`config.mk`:
```
export PLATFORM = sky130hd
export DESIGN_NAME = mrv1_csrf_mt_flat
export DESIGN_NICKNAME = d
export VERILOG_FILES = /design/src/rtl/mrv1_csrf_mt_pkg.sv /design/src/rtl/mrv1_csrf_mt_if.sv /design/src/rtl/mrv1_csrf_mt_cnt64.sv /design/src/rtl/mrv1_csrf_mt.sv /design/src/flat_wrapper.sv
export SDC_FILE = /design/constraint.sdc
export NUM_CORES = 2
export LEC_CHECK = 0
export CAP_MARGIN = 5
export CORE_ASPECT_RATIO = 0.8
export CORE_MARGIN = 3
export CORE_UTILIZATION = 36
export DETAILED_ROUTE_END_ITERATION = 6
export RECOVER_POWER = 100
export SLEW_MARGIN = 15
export SYNTH_ARGS = -nofsm -noshare
export SYNTH_HDL_FRONTEND = slang
export SYNTH_SLANG_ARGS = --single-unit
```
`constraint.sdc`:
```
create_clock -name clk_i -period 12.6 [get_ports clk_i]
set_clock_uncertainty 0.2 [all_clocks]
set_input_delay 3.78 -clock clk_i [delete_from_list [all_inputs] [get_ports clk_i]]
set_output_delay 3.78 -clock clk_i [all_outputs]
set_load 0.02 [all_outputs]
```
`src/rtl/mrv1_csrf_mt_pkg.sv`:
```
// Shared types and CSR address map for the barrel-threaded mrv1 machine-mode CSR file.
package mrv1_csrf_mt_pkg;

  typedef enum logic [1:0] {
    CSR_OP_READ  = 2'b00,
    CSR_OP_WRITE = 2'b01,
    CSR_OP_SET   = 2'b10,
    CSR_OP_CLEAR = 2'b11
  } csr_op_e;

  localparam logic [11:0] CSR_MSTATUS   = 12'h300;
  localparam logic [11:0] CSR_MTVEC     = 12'h305;
  localparam logic [11:0] CSR_MSCRATCH  = 12'h340;
  localparam logic [11:0] CSR_MEPC      = 12'h341;
  localparam logic [11:0] CSR_MCAUSE    = 12'h342;
  localparam logic [11:0] CSR_MCYCLE    = 12'hB00;
  localparam logic [11:0] CSR_MCYCLEH   = 12'hB80;
  localparam logic [11:0] CSR_MINSTRET  = 12'hB02;
  localparam logic [11:0] CSR_MINSTRETH = 12'hB82;
  localparam logic [11:0] CSR_CYCLE     = 12'hC00;
  localparam logic [11:0] CSR_CYCLEH    = 12'hC80;
  localparam logic [11:0] CSR_INSTRET   = 12'hC02;
  localparam logic [11:0] CSR_INSTRETH  = 12'hC82;
  localparam logic [11:0] CSR_MHARTID   = 12'hF14;

  localparam int MSTATUS_MIE_BIT  = 3;
  localparam int MSTATUS_MPIE_BIT = 7;

  // The 0xC00-0xFFF quadrant of the CSR space is read-only.
  function automatic logic csr_is_read_only(input logic [11:0] addr);
    return addr[11:10] == 2'b11;
  endfunction

endpackage

```
`src/rtl/mrv1_csrf_mt_if.sv`:
```
// CSR access port: pipeline request (thread, address, op, operand) and old value / legality back.
interface mrv1_csrf_mt_if #(
  parameter int DATA_WIDTH_P = 32,
  parameter int TID_WIDTH_LP = 2
);
  import mrv1_csrf_mt_pkg::*;

  logic [TID_WIDTH_LP-1:0] tid;
  logic [11:0]             addr;
  csr_op_e                 op;
  logic [DATA_WIDTH_P-1:0] w_data;
  logic [DATA_WIDTH_P-1:0] r_data;
  logic                    illegal;

  modport master (output tid, addr, op, w_data, input r_data, illegal);
  modport slave  (input tid, addr, op, w_data, output r_data, illegal);

endinterface

```
`src/rtl/mrv1_csrf_mt_cnt64.sv`:
```
// 64-bit event counter with per-half CSR write; a write in a cycle suppresses that cycle's increment.
module mrv1_csrf_mt_cnt64 #(
  parameter int DATA_WIDTH_P = 32
) (
  input  logic                    clk_i,
  input  logic                    rst_ni,
  input  logic                    inc_i,
  input  logic                    wr_lo_i,
  input  logic                    wr_hi_i,
  input  logic [DATA_WIDTH_P-1:0] w_data_i,
  output logic [63:0]             count_o
);

  logic [63:0] cnt_reg;

  always_ff @(posedge clk_i or negedge rst_ni) begin
    if (!rst_ni) begin
      cnt_reg <= '0;
    end else if (wr_lo_i || wr_hi_i) begin
      // Untouched half holds; at 64-bit width the lo write covers the whole counter.
      if (wr_lo_i) cnt_reg[DATA_WIDTH_P-1:0] <= w_data_i;
      if (wr_hi_i) cnt_reg[63:32] <= w_data_i[31:0];
    end else if (inc_i) begin
      cnt_reg <= cnt_reg + 64'd1;
    end
  end

  assign count_o = cnt_reg;

endmodule

```
`src/rtl/mrv1_csrf_mt.sv`:
```
// Per-thread machine-mode CSR file: banked trap CSRs, shared mcycle, banked minstret,
// CSR read-modify-write, trap entry / mret updates and trap vector generation.
module mrv1_csrf_mt
  import mrv1_csrf_mt_pkg::*;
#(
  parameter int                      DATA_WIDTH_P  = 32,
  parameter int                      NUM_THREADS_P = 4,
  parameter logic [DATA_WIDTH_P-1:0] MTVEC_RESET_P = '0,
  localparam int                     TID_WIDTH_LP  = $clog2(NUM_THREADS_P)
) (
  input  logic                     clk_i,
  input  logic                     rst_ni,
  mrv1_csrf_mt_if.slave            csr,
  input  logic                     retire_i,
  input  logic [TID_WIDTH_LP-1:0]  retire_tid_i,
  input  logic                     trap_valid_i,
  input  logic [TID_WIDTH_LP-1:0]  trap_tid_i,
  input  logic [DATA_WIDTH_P-1:0]  trap_cause_i,
  input  logic [DATA_WIDTH_P-1:0]  trap_pc_i,
  output logic [DATA_WIDTH_P-1:0]  trap_vector_o,
  input  logic                     mret_i,
  input  logic [TID_WIDTH_LP-1:0]  mret_tid_i,
  output logic [DATA_WIDTH_P-1:0]  mepc_o,
  output logic [NUM_THREADS_P-1:0] irq_en_o
);

  localparam int DW = DATA_WIDTH_P;
  localparam int NT = NUM_THREADS_P;

  logic          mie_reg      [NT];
  logic          mie_next     [NT];
  logic          mpie_reg     [NT];
  logic          mpie_next    [NT];
  logic [DW-1:0] mtvec_reg    [NT];
  logic [DW-1:0] mtvec_next   [NT];
  logic [DW-1:0] mscratch_reg [NT];
  logic [DW-1:0] mscratch_next[NT];
  logic [DW-1:0] mepc_reg     [NT];
  logic [DW-1:0] mepc_next    [NT];
  logic [DW-1:0] mcause_reg   [NT];
  logic [DW-1:0] mcause_next  [NT];

  logic [63:0]   mcycle_cnt;
  logic [63:0]   minstret_cnt [NT];
  logic [DW-1:0] csr_old;
  logic [DW-1:0] csr_wval;
  logic          csr_known;
  logic          csr_we;
  logic [NT-1:0] csr_hit;
  logic [NT-1:0] trap_hit;
  logic [NT-1:0] mret_hit;

  always_comb begin
    csr_old   = '0;
    csr_known = 1'b1;
    case (csr.addr)
      CSR_MSTATUS: begin
        csr_old[12:11]            = 2'b11;
        csr_old[MSTATUS_MPIE_BIT] = mpie_reg[csr.tid];
        csr_old[MSTATUS_MIE_BIT]  = mie_reg[csr.tid];
      end
      CSR_MTVEC:               csr_old = mtvec_reg[csr.tid];
      CSR_MSCRATCH:            csr_old = mscratch_reg[csr.tid];
      CSR_MEPC:                csr_old = mepc_reg[csr.tid];
      CSR_MCAUSE:              csr_old = mcause_reg[csr.tid];
      CSR_MCYCLE, CSR_CYCLE:   csr_old = mcycle_cnt[DW-1:0];
      CSR_MINSTRET, CSR_INSTRET: csr_old = minstret_cnt[csr.tid][DW-1:0];
      // High halves only exist on a 32-bit datapath.
      CSR_MCYCLEH, CSR_CYCLEH: begin
        if (DW == 32) csr_old = DW'(mcycle_cnt[63:32]);
        else          csr_known = 1'b0;
      end
      CSR_MINSTRETH, CSR_INSTRETH: begin
        if (DW == 32) csr_old = DW'(minstret_cnt[csr.tid][63:32]);
        else          csr_known = 1'b0;
      end
      CSR_MHARTID:             csr_old = DW'(csr.tid);
      default:                 csr_known = 1'b0;
    endcase
  end

  assign csr.r_data  = csr_old;
  assign csr.illegal = !csr_known || (csr_is_read_only(csr.addr) && csr.op != CSR_OP_READ);
  assign csr_we      = !csr.illegal && csr.op != CSR_OP_READ;

  always_comb begin
    case (csr.op)
      CSR_OP_WRITE: csr_wval = csr.w_data;
      CSR_OP_SET:   csr_wval = csr_old | csr.w_data;
      CSR_OP_CLEAR: csr_wval = csr_old & ~csr.w_data;
      default:      csr_wval = csr_old;
    endcase
  end

  mrv1_csrf_mt_cnt64 #(.DATA_WIDTH_P(DW)) u_mcycle (
    .clk_i    (clk_i),
    .rst_ni   (rst_ni),
    .inc_i    (1'b1),
    .wr_lo_i  (csr_we && csr.addr == CSR_MCYCLE),
    .wr_hi_i  (csr_we && csr.addr == CSR_MCYCLEH),
    .w_data_i (csr_wval),
    .count_o  (mcycle_cnt)
  );

  for (genvar gi = 0; gi < NT; gi++) begin : g_thread
    assign csr_hit[gi]  = csr_we && (csr.tid == TID_WIDTH_LP'(gi));
    assign trap_hit[gi] = trap_valid_i && (trap_tid_i == TID_WIDTH_LP'(gi));
    assign mret_hit[gi] = mret_i && (mret_tid_i == TID_WIDTH_LP'(gi));
    assign irq_en_o[gi] = mie_reg[gi];

    mrv1_csrf_mt_cnt64 #(.DATA_WIDTH_P(DW)) u_minstret (
      .clk_i    (clk_i),
      .rst_ni   (rst_ni),
      .inc_i    (retire_i && (retire_tid_i == TID_WIDTH_LP'(gi))),
      .wr_lo_i  (csr_hit[gi] && csr.addr == CSR_MINSTRET),
      .wr_hi_i  (csr_hit[gi] && csr.addr == CSR_MINSTRETH),
      .w_data_i (csr_wval),
      .count_o  (minstret_cnt[gi])
    );
  end

  // Per thread: trap beats mret beats a CSR write to mstatus/mepc/mcause.
  always_comb begin
    for (int t = 0; t < NT; t++) begin
      mie_next[t]      = mie_reg[t];
      mpie_next[t]     = mpie_reg[t];
      mtvec_next[t]    = mtvec_reg[t];
      mscratch_next[t] = mscratch_reg[t];
      mepc_next[t]     = mepc_reg[t];
      mcause_next[t]   = mcause_reg[t];
      if (trap_hit[t]) begin
        mepc_next[t]   = trap_pc_i & ~DW'(3);
        mcause_next[t] = trap_cause_i;
        mpie_next[t]   = mie_reg[t];
        mie_next[t]    = 1'b0;
      end else if (mret_hit[t]) begin
        mie_next[t]  = mpie_reg[t];
        mpie_next[t] = 1'b1;
      end else if (csr_hit[t]) begin
        case (csr.addr)
          CSR_MSTATUS: begin
            mie_next[t]  = csr_wval[MSTATUS_MIE_BIT];
            mpie_next[t] = csr_wval[MSTATUS_MPIE_BIT];
          end
          CSR_MEPC:   mepc_next[t]   = csr_wval & ~DW'(3);
          CSR_MCAUSE: mcause_next[t] = csr_wval;
          default: ;
        endcase
      end
      // Reserved vector modes 2/3 collapse to direct mode.
      if (csr_hit[t] && csr.addr == CSR_MTVEC)
        mtvec_next[t] = csr_wval[1] ? (csr_wval & ~DW'(3)) : csr_wval;
      if (csr_hit[t] && csr.addr == CSR_MSCRATCH)
        mscratch_next[t] = csr_wval;
    end
  end

  always_ff @(posedge clk_i or negedge rst_ni) begin
    if (!rst_ni) begin
      for (int t = 0; t < NT; t++) begin
        mie_reg[t]      <= 1'b0;
        mpie_reg[t]     <= 1'b0;
        mtvec_reg[t]    <= MTVEC_RESET_P;
        mscratch_reg[t] <= '0;
        mepc_reg[t]     <= '0;
        mcause_reg[t]   <= '0;
      end
    end else begin
      for (int t = 0; t < NT; t++) begin
        mie_reg[t]      <= mie_next[t];
        mpie_reg[t]     <= mpie_next[t];
        mtvec_reg[t]    <= mtvec_next[t];
        mscratch_reg[t] <= mscratch_next[t];
        mepc_reg[t]     <= mepc_next[t];
        mcause_reg[t]   <= mcause_next[t];
      end
    end
  end

  always_comb begin
    trap_vector_o = mtvec_reg[trap_tid_i] & ~DW'(3);
    if (mtvec_reg[trap_tid_i][1:0] == 2'b01 && trap_cause_i[DW-1])
      trap_vector_o = trap_vector_o + DW'({trap_cause_i[DW-2:0], 2'b00});
  end

  assign mepc_o = mepc_reg[mret_tid_i];

endmodule
```
`src/flat_wrapper.sv`:
```
// flat-port wrapper written by rule: the top's interface ports become plain ports
module mrv1_csrf_mt_flat import mrv1_csrf_mt_pkg::*;
#(
  parameter int                      DATA_WIDTH_P  = 32,
  parameter int                      NUM_THREADS_P = 4,
  parameter logic [DATA_WIDTH_P-1:0] MTVEC_RESET_P = '0,
  localparam int                     TID_WIDTH_LP  = $clog2(NUM_THREADS_P)
)
  (clk_i, rst_ni, retire_i, retire_tid_i, trap_valid_i, trap_tid_i, trap_cause_i, trap_pc_i, trap_vector_o, mret_i, mret_tid_i, mepc_o, irq_en_o, csr_tid, csr_addr, csr_op, csr_w_data, csr_r_data, csr_illegal);
  mrv1_csrf_mt_if #(.DATA_WIDTH_P(DATA_WIDTH_P)) csr_i ();
  input  logic clk_i;
  input  logic rst_ni;
  input  logic retire_i;
  input  logic [TID_WIDTH_LP-1:0] retire_tid_i;
  input  logic trap_valid_i;
  input  logic [TID_WIDTH_LP-1:0] trap_tid_i;
  input  logic [DATA_WIDTH_P-1:0] trap_cause_i;
  input  logic [DATA_WIDTH_P-1:0] trap_pc_i;
  output logic [DATA_WIDTH_P-1:0] trap_vector_o;
  input  logic mret_i;
  input  logic [TID_WIDTH_LP-1:0] mret_tid_i;
  output logic [DATA_WIDTH_P-1:0] mepc_o;
  output logic [NUM_THREADS_P-1:0] irq_en_o;
  input wire logic [$bits(csr_i.tid)-1:0] csr_tid;
  input wire logic [$bits(csr_i.addr)-1:0] csr_addr;
  input wire logic [$bits(csr_i.op)-1:0] csr_op;
  input wire logic [$bits(csr_i.w_data)-1:0] csr_w_data;
  output wire logic [$bits(csr_i.r_data)-1:0] csr_r_data;
  output wire logic [$bits(csr_i.illegal)-1:0] csr_illegal;
  assign csr_i.tid = csr_tid;
  assign csr_i.addr = csr_addr;
  assign csr_i.op = csr_op;
  assign csr_i.w_data = csr_w_data;
  assign csr_r_data = csr_i.r_data;
  assign csr_illegal = csr_i.illegal;
  mrv1_csrf_mt #(.DATA_WIDTH_P(DATA_WIDTH_P), .NUM_THREADS_P(NUM_THREADS_P), .MTVEC_RESET_P(MTVEC_RESET_P)) u_core (.clk_i(clk_i), .rst_ni(rst_ni), .csr(csr_i), .retire_i(retire_i), .retire_tid_i(retire_tid_i), .trap_valid_i(trap_valid_i), .trap_tid_i(trap_tid_i), .trap_cause_i(trap_cause_i), .trap_pc_i(trap_pc_i), .trap_vector_o(trap_vector_o), .mret_i(mret_i), .mret_tid_i(mret_tid_i), .mepc_o(mepc_o), .irq_en_o(irq_en_o));
endmodule
```
**Word level (Yosys, flattened, before mapping)**

Cells that the tools add are included.
W data, S select, Z words.

- Register bits after elaboration: 840
- Word-level logic and storage cells: 302
- Bits of input ports: 123
- Output and inout bits: 101

- Magnitude comparators: 3
- Bitwise logic cells: 6
- Reduce and logical (&&, ||, !) cells: 99
- $add $sub $neg: 6
- Multiplexer cells: 109
- Equality and inequality tests: 45

Operator list:

| kind | number |
|---|---|
| $mux W32 | 49 |
| $mux W64 | 11 |
| $bmux W32 S2 | 6 |
| $add A64 B1 Y64 const B | 5 |
| $pmux W19 S8 | 1 |
| $bmux W64 S2 | 1 |
| $eq A12 B12 Y1 const B | 9 |
| $pmux W32 S3 | 1 |
| $eq A12 B10 Y1 const B | 5 |
| $pmux W3 S8 | 2 |
| $logic_and A1 B1 Y1 | 37 |
| $reduce_bool A2 Y1 | 17 |
| $add A32 B32 Y32 | 1 |
| $and A32 B32 Y32 | 1 |
| $mux W1 | 32 |
| $not A32 Y32 | 1 |
| $or A32 B32 Y32 | 1 |
| $pmux W3 S9 | 1 |
| $reduce_and A2 Y1 | 12 |
| $reduce_and A3 Y1 | 8 |
| $reduce_bool A3 Y1 | 8 |
| $eq A2 B2 Y1 const B | 11 |
| $ne A2 B2 Y1 const B | 10 |
| $pmux W1 S9 | 2 |
| 11 further kinds | 36 |

**Depth between registers and ports, before layout**

- Word-level depth: 12
- Mapped depth: 17
- Gate-level depth less buffers: 12

**By module**

A second synthesis with hierarchy kept.

- Cells, all modules: 5,662
- Area total of the unflattened synthesis: 52,261.4 um^2

By module, submodules not included:

| module | seq. area each (um^2) | instances | area an instance (um^2) | cells an instance |
|---|---|---|---|---|
| mrv1_csrf_mt | 12,712.2 | 1 | 31,237.5 | 3,058 |
| mrv1_csrf_mt_cnt64 (u_core.g_thread[0].u_minstret ...) | 1,601.5 | 2 | 4,254.1 | 530 |
| mrv1_csrf_mt_cnt64 (u_core.g_thread[2].u_minstret ...) | 1,601.5 | 2 | 4,117.7 | 511 |
| mrv1_csrf_mt_cnt64 (u_core.u_mcycle) | 1,601.5 | 1 | 4,280.4 | 522 |

**Least setup slack after synthesis**

Ideal clock, no wire load.

- Path kind: input-to-output
- From: input port trap_tid_i[0]
- To: output port trap_vector_o[31]
- Data required time: 8.620 ns
- Path buffers: 2
- Data arrival time: 7.513 ns
- Stages: 12
- Setup slack: 1.107 ns
- Cell sequence: clkbuf_1 -> buf_1 -> mux4_2 -> ha_1 -> a21o_1 -> o21a_1 -> o311ai_0 -> a21oi_1 -> or4_1 -> nand3_1 -> nand3b_1 -> xnor2_1

- Longest elaborated chain between the ends: 7
- Elaborated cells between the ends (all ways): 8
- Those cells by class: add/sub: 1; eq/ne: 1; mux: 4; bitwise: 1; reduce/logical: 1

RTL lines:

| item | line | source |
|---|---|---|
| start, declared | flat_wrapper.sv:16 | `input logic [TID_WIDTH_LP-1:0] trap_tid_i;` |
| $not A2 Y3 (not written as such) * | mrv1_csrf_mt.sv:181, mrv1_csrf_mt.sv:182 |  |
| $bmux W32 S2 * | mrv1_csrf_mt.sv:181, mrv1_csrf_mt.sv:182 |  |
| $mux W32 (not written as such) * (2 in a row) | mrv1_csrf_mt.sv:181 | `trap_vector_o = mtvec_reg[trap_tid_i] & ~DW'(3);` |
| parallel branches: the longest is 2 deep, another holds $add A32 B32 Y32 | -- |  |
| $mux W32 * | mrv1_csrf_mt.sv:182 | `if (mtvec_reg[trap_tid_i][1:0] == 2'b01 && trap_cause_i[DW-1])` |
| end, declared | flat_wrapper.sv:19 | `output logic [DATA_WIDTH_P-1:0] trap_vector_o;` |

Every way passes the cells marked *. The select of a mux whose other input is x is not followed.

**Final worst setup path**

- From: input port csr_addr[5]
- To: output port csr_r_data[31]

- Longest elaborated chain between the ends: 3
- Elaborated cells between the ends (all ways): 17
- Those cells by class: eq/ne: 12; mux: 1; reduce/logical: 4

RTL lines:

| item | line | source |
|---|---|---|
| start, declared | flat_wrapper.sv:25 | `input wire logic [$bits(csr_i.addr)-1:0] csr_addr;` |
| $eq A12 B12 Y1 | mrv1_csrf_mt.sv:56 | `case (csr.addr)` |
| $reduce_or A2 Y1 | mrv1_csrf_mt.sv:56 |  |
| $pmux W19 S8 * | mrv1_csrf_mt.sv:56 |  |
| end, declared | flat_wrapper.sv:28 | `output wire logic [$bits(csr_i.r_data)-1:0] csr_r_data;` |

Mark *: on every way between the ends. The rest lies on a longest branch, timed or not.

==> qor.yml <==
status: "complete, but fails checks"
violations: "max-capacitance violations, max-slew violations"
clk_latency_ps: 740
ant_nets: 0
drive_gt1_share_pct: 10.74
total_power_mw: 6.978
period_minus_slack_ps: 12400
critPathMaxFanout: 20
hp-class: "flip-flop to flip-flop"
yosys_warnings: 0
startpoint: "csr_addr[5]"
yosysTopAreaCell: "dfrtp_1"
min-delay-start: "u_core.mscratch_reg[78]$_DFFE_PN0P_"
setup_viol: 0
routedWlPerCell_um: 32.18
hold_ws_ps: 272.9
grt_overflow_total: 0
fin_crit_sh_pct: 98.41
fp-row-count: 123
coreArea_mm2: 0.1410
worstMarginPinSlew_ps: 5989
peakVddDrop_mv: 0.1030
p_leak_nw: 23.09
cts_setup_buffers: 0
die_w_um: 427.8
htree_levels: 3
whs_path_depth: 2
dr.first_iter.drc_count: 7892
dpl.hpwl_mm: 165.3
r2r-start: "u_core.mtvec_reg[24]$_DFFE_PN0P_"
dp_slack_ps: 574.3
required_ps: 8620
critPathKind: "primary input to output pin"
synth-edff-count: 0
clk_pin_slew_ps: 60
post_cts_resized: 0
synthFlopType: "dfrtp_1"
die_area_mm2: 0.1469
drc_errors: 0
power_density_mw_per_mm2: 120.4
grt_pass1_vias: 45380
antenna_found_initial: 23
vias_per_cell: 6.689
ys_types: 110
syn_avg_cell_area_um2: 9.299
ys_top_cells_by_count: "828 x dfrtp_1, 711 x nand2_1, 515 x o21ai_0, 446 x a21oi_1, 335 x nand3_1"
cts_sinks: 828
finalMaxSlewViolations: 1930
start_util_pct: 36.34
cts_tree: "done"
clockRootBuffer: "clkbuf_16"
ys_top_cells_by_area: "dfrtp_1 40%, mux4_2 11%, nand2_1 5.2%, o21ai_0 5.0%, a21oi_1 4.4%"
gp_congestion: 1.053
cts_buffers: 92
critPathLaunchType: "primary input"
worstRegToRegCells: 8
largest_reg_flops: 256
holdBufCountCts: 0
die_height_um: 343.4
grt_pass1_wl_mm: 341.1
nNetsFinal: 5683
synth_area_mm2: 0.05124
first_pass_iters: 7
final_util_pct: 41.10
yosysMostFrequentCell: "dfrtp_1"
totalWireLength_mm: 240.8
worst_slack_ps: 200.3
vias: 50060
max_freq_mhz: 80.65
synthCells: 5510
area_delta_synth_final_pct: 13.08
grt_max_degree: 184
synth-seq-area-share_pct: 40.44
critical_path_arrival_ps: 8420
tns_ps: 0
io_pins: 224
postSynth.asyncResetShare_pct: 100.0
hold_violations: 0
max-cap-violations: 55
rsz0062_at_grt: "false"
synth.top_cell.area_share_pct: 40.44
end_kind: "output pin"
clk_path_buf_depth: 3
ys_ff_latch: 828
portBuffers: 217
slew_headroom_pct: -299.3
grtUsageTotal_pct: 31.95
-- metal layers --
metal  global-route usage [%]  vias to the layer above  part of all wire [%]
met5                   0.6863                        -                 0.051
met4                    14.46                        4                   5.2
met3                    12.75                      548                    15
met2                    42.70                     3512                    40
met1                    44.85                    25030                    40
li1                         -                    20960                     -
-- cell type report --
| cell class | instances | area (um^2) |
|---|---|---|
| Multi-Input combinational cell | 4155 | 28230 |
| Fill cell | 14010 | 83030 |
| Tap cell | 1875 | 2346 |
| Clock buffer | 126 | 2580 |
| Clock inverter | 38 | 514.2 |
| Timing Repair Buffer | 388 | 3294 |
| Inverter | 60 | 225.2 |
| Antenna cell | 13 | 32.53 |
| Sequential cell | 828 | 20720 |
-- cells by family after synthesis --
logic type | share of synthesized area (%)
AOI/OAI and AO/OA | 21.77
xor gates and xnor gates | 0.4274
adders and majority gates | 0.8694
buffers and inverters | 4.706
DFF | 40.44
muxes | 12.60
other | 0.007319
and+or+nand+nor | 19.17
-- placed cells by master (no fill, tap or decap), types with 39 or more instances in the layout --
| cell type | synthesis | layout |
|---|---|---|
| o21ai_0 | 515 | 572 |
| clkbuf_1 | 319 | 82 |
| buf_4 | 33 | 102 |
| a211oi_1 | 71 | 74 |
| and2_1 | 44 | 40 |
| o211ai_1 | 153 | 154 |
| a221oi_1 | 38 | 40 |
| a21oi_1 | 446 | 447 |
| nor3_1 | 139 | 138 |
| and4_1 | 39 | 39 |
| inv_1 | 59 | 58 |
| nand3_1 | 335 | 334 |
| clkbuf_16 | 0 | 92 |
| nor2_1 | 230 | 225 |
| a31oi_1 | 46 | 45 |
| nand4_1 | 97 | 97 |
| dlygate4sd3_1 | 0 | 95 |
| mux4_2 | 239 | 239 |
| nor4_1 | 44 | 43 |
| dfrtp_1 | 828 | 828 |
| nand2_1 | 711 | 708 |
| mux2i_1 | 49 | 49 |
| and3_1 | 211 | 209 |
| clkdlybuf4s50_1 | 0 | 112 |
| o21a_1 | 84 | 84 |
-- metrics by stage --
step,std cells,cell area [um^2]
floorplan,5513,51250
global placement,7306,55220
detailed placement,7306,55220
CTS,7470,58320
global route,7480,57930
finish,7483,57940
-- worst max-delay path: stages --
cell and delay [ps]:
dlygate4sd3_1 680, or3_1 490, a2111oi_0 430, clkbuf_1 490, nand2_1 640, o21ai_0 1000
nor3_1 210, inv_1 100, clkdlybuf4s50_1 600
-- power breakdown --
group | switching, mW | leakage [nW] | internal (mW)
clock | 1.23 | 1.52 | 1.62
combinational | 0.668 | 10.7 | 0.406
sequential | 0.212 | 10.8 | 2.84
total | 2.11 | 23.1 | 4.87
-- worst paths after layout --
| check | end | slack [ps] |
|---|---|---|
| min in group asynchronous | u_core.mepc_reg[77]$_DFFE_PN0P_ | 5090 |
| hold / removal | u_core.mscratch_reg[78]$_DFFE_PN0P_ | 270 |
| setup / recovery | csr_r_data[31] | 200 |
| hold reg to reg | u_core.mscratch_reg[78]$_DFFE_PN0P_ | 270 |
| max in group asynchronous | u_core.mtvec_reg[93]$_DFFE_PN0P_ | 1960 |
| setup reg to reg | u_core.mscratch_reg[56]$_DFFE_PN0P_ | 5630 |
No activity file was read; power rests on OpenSTA's default activity.
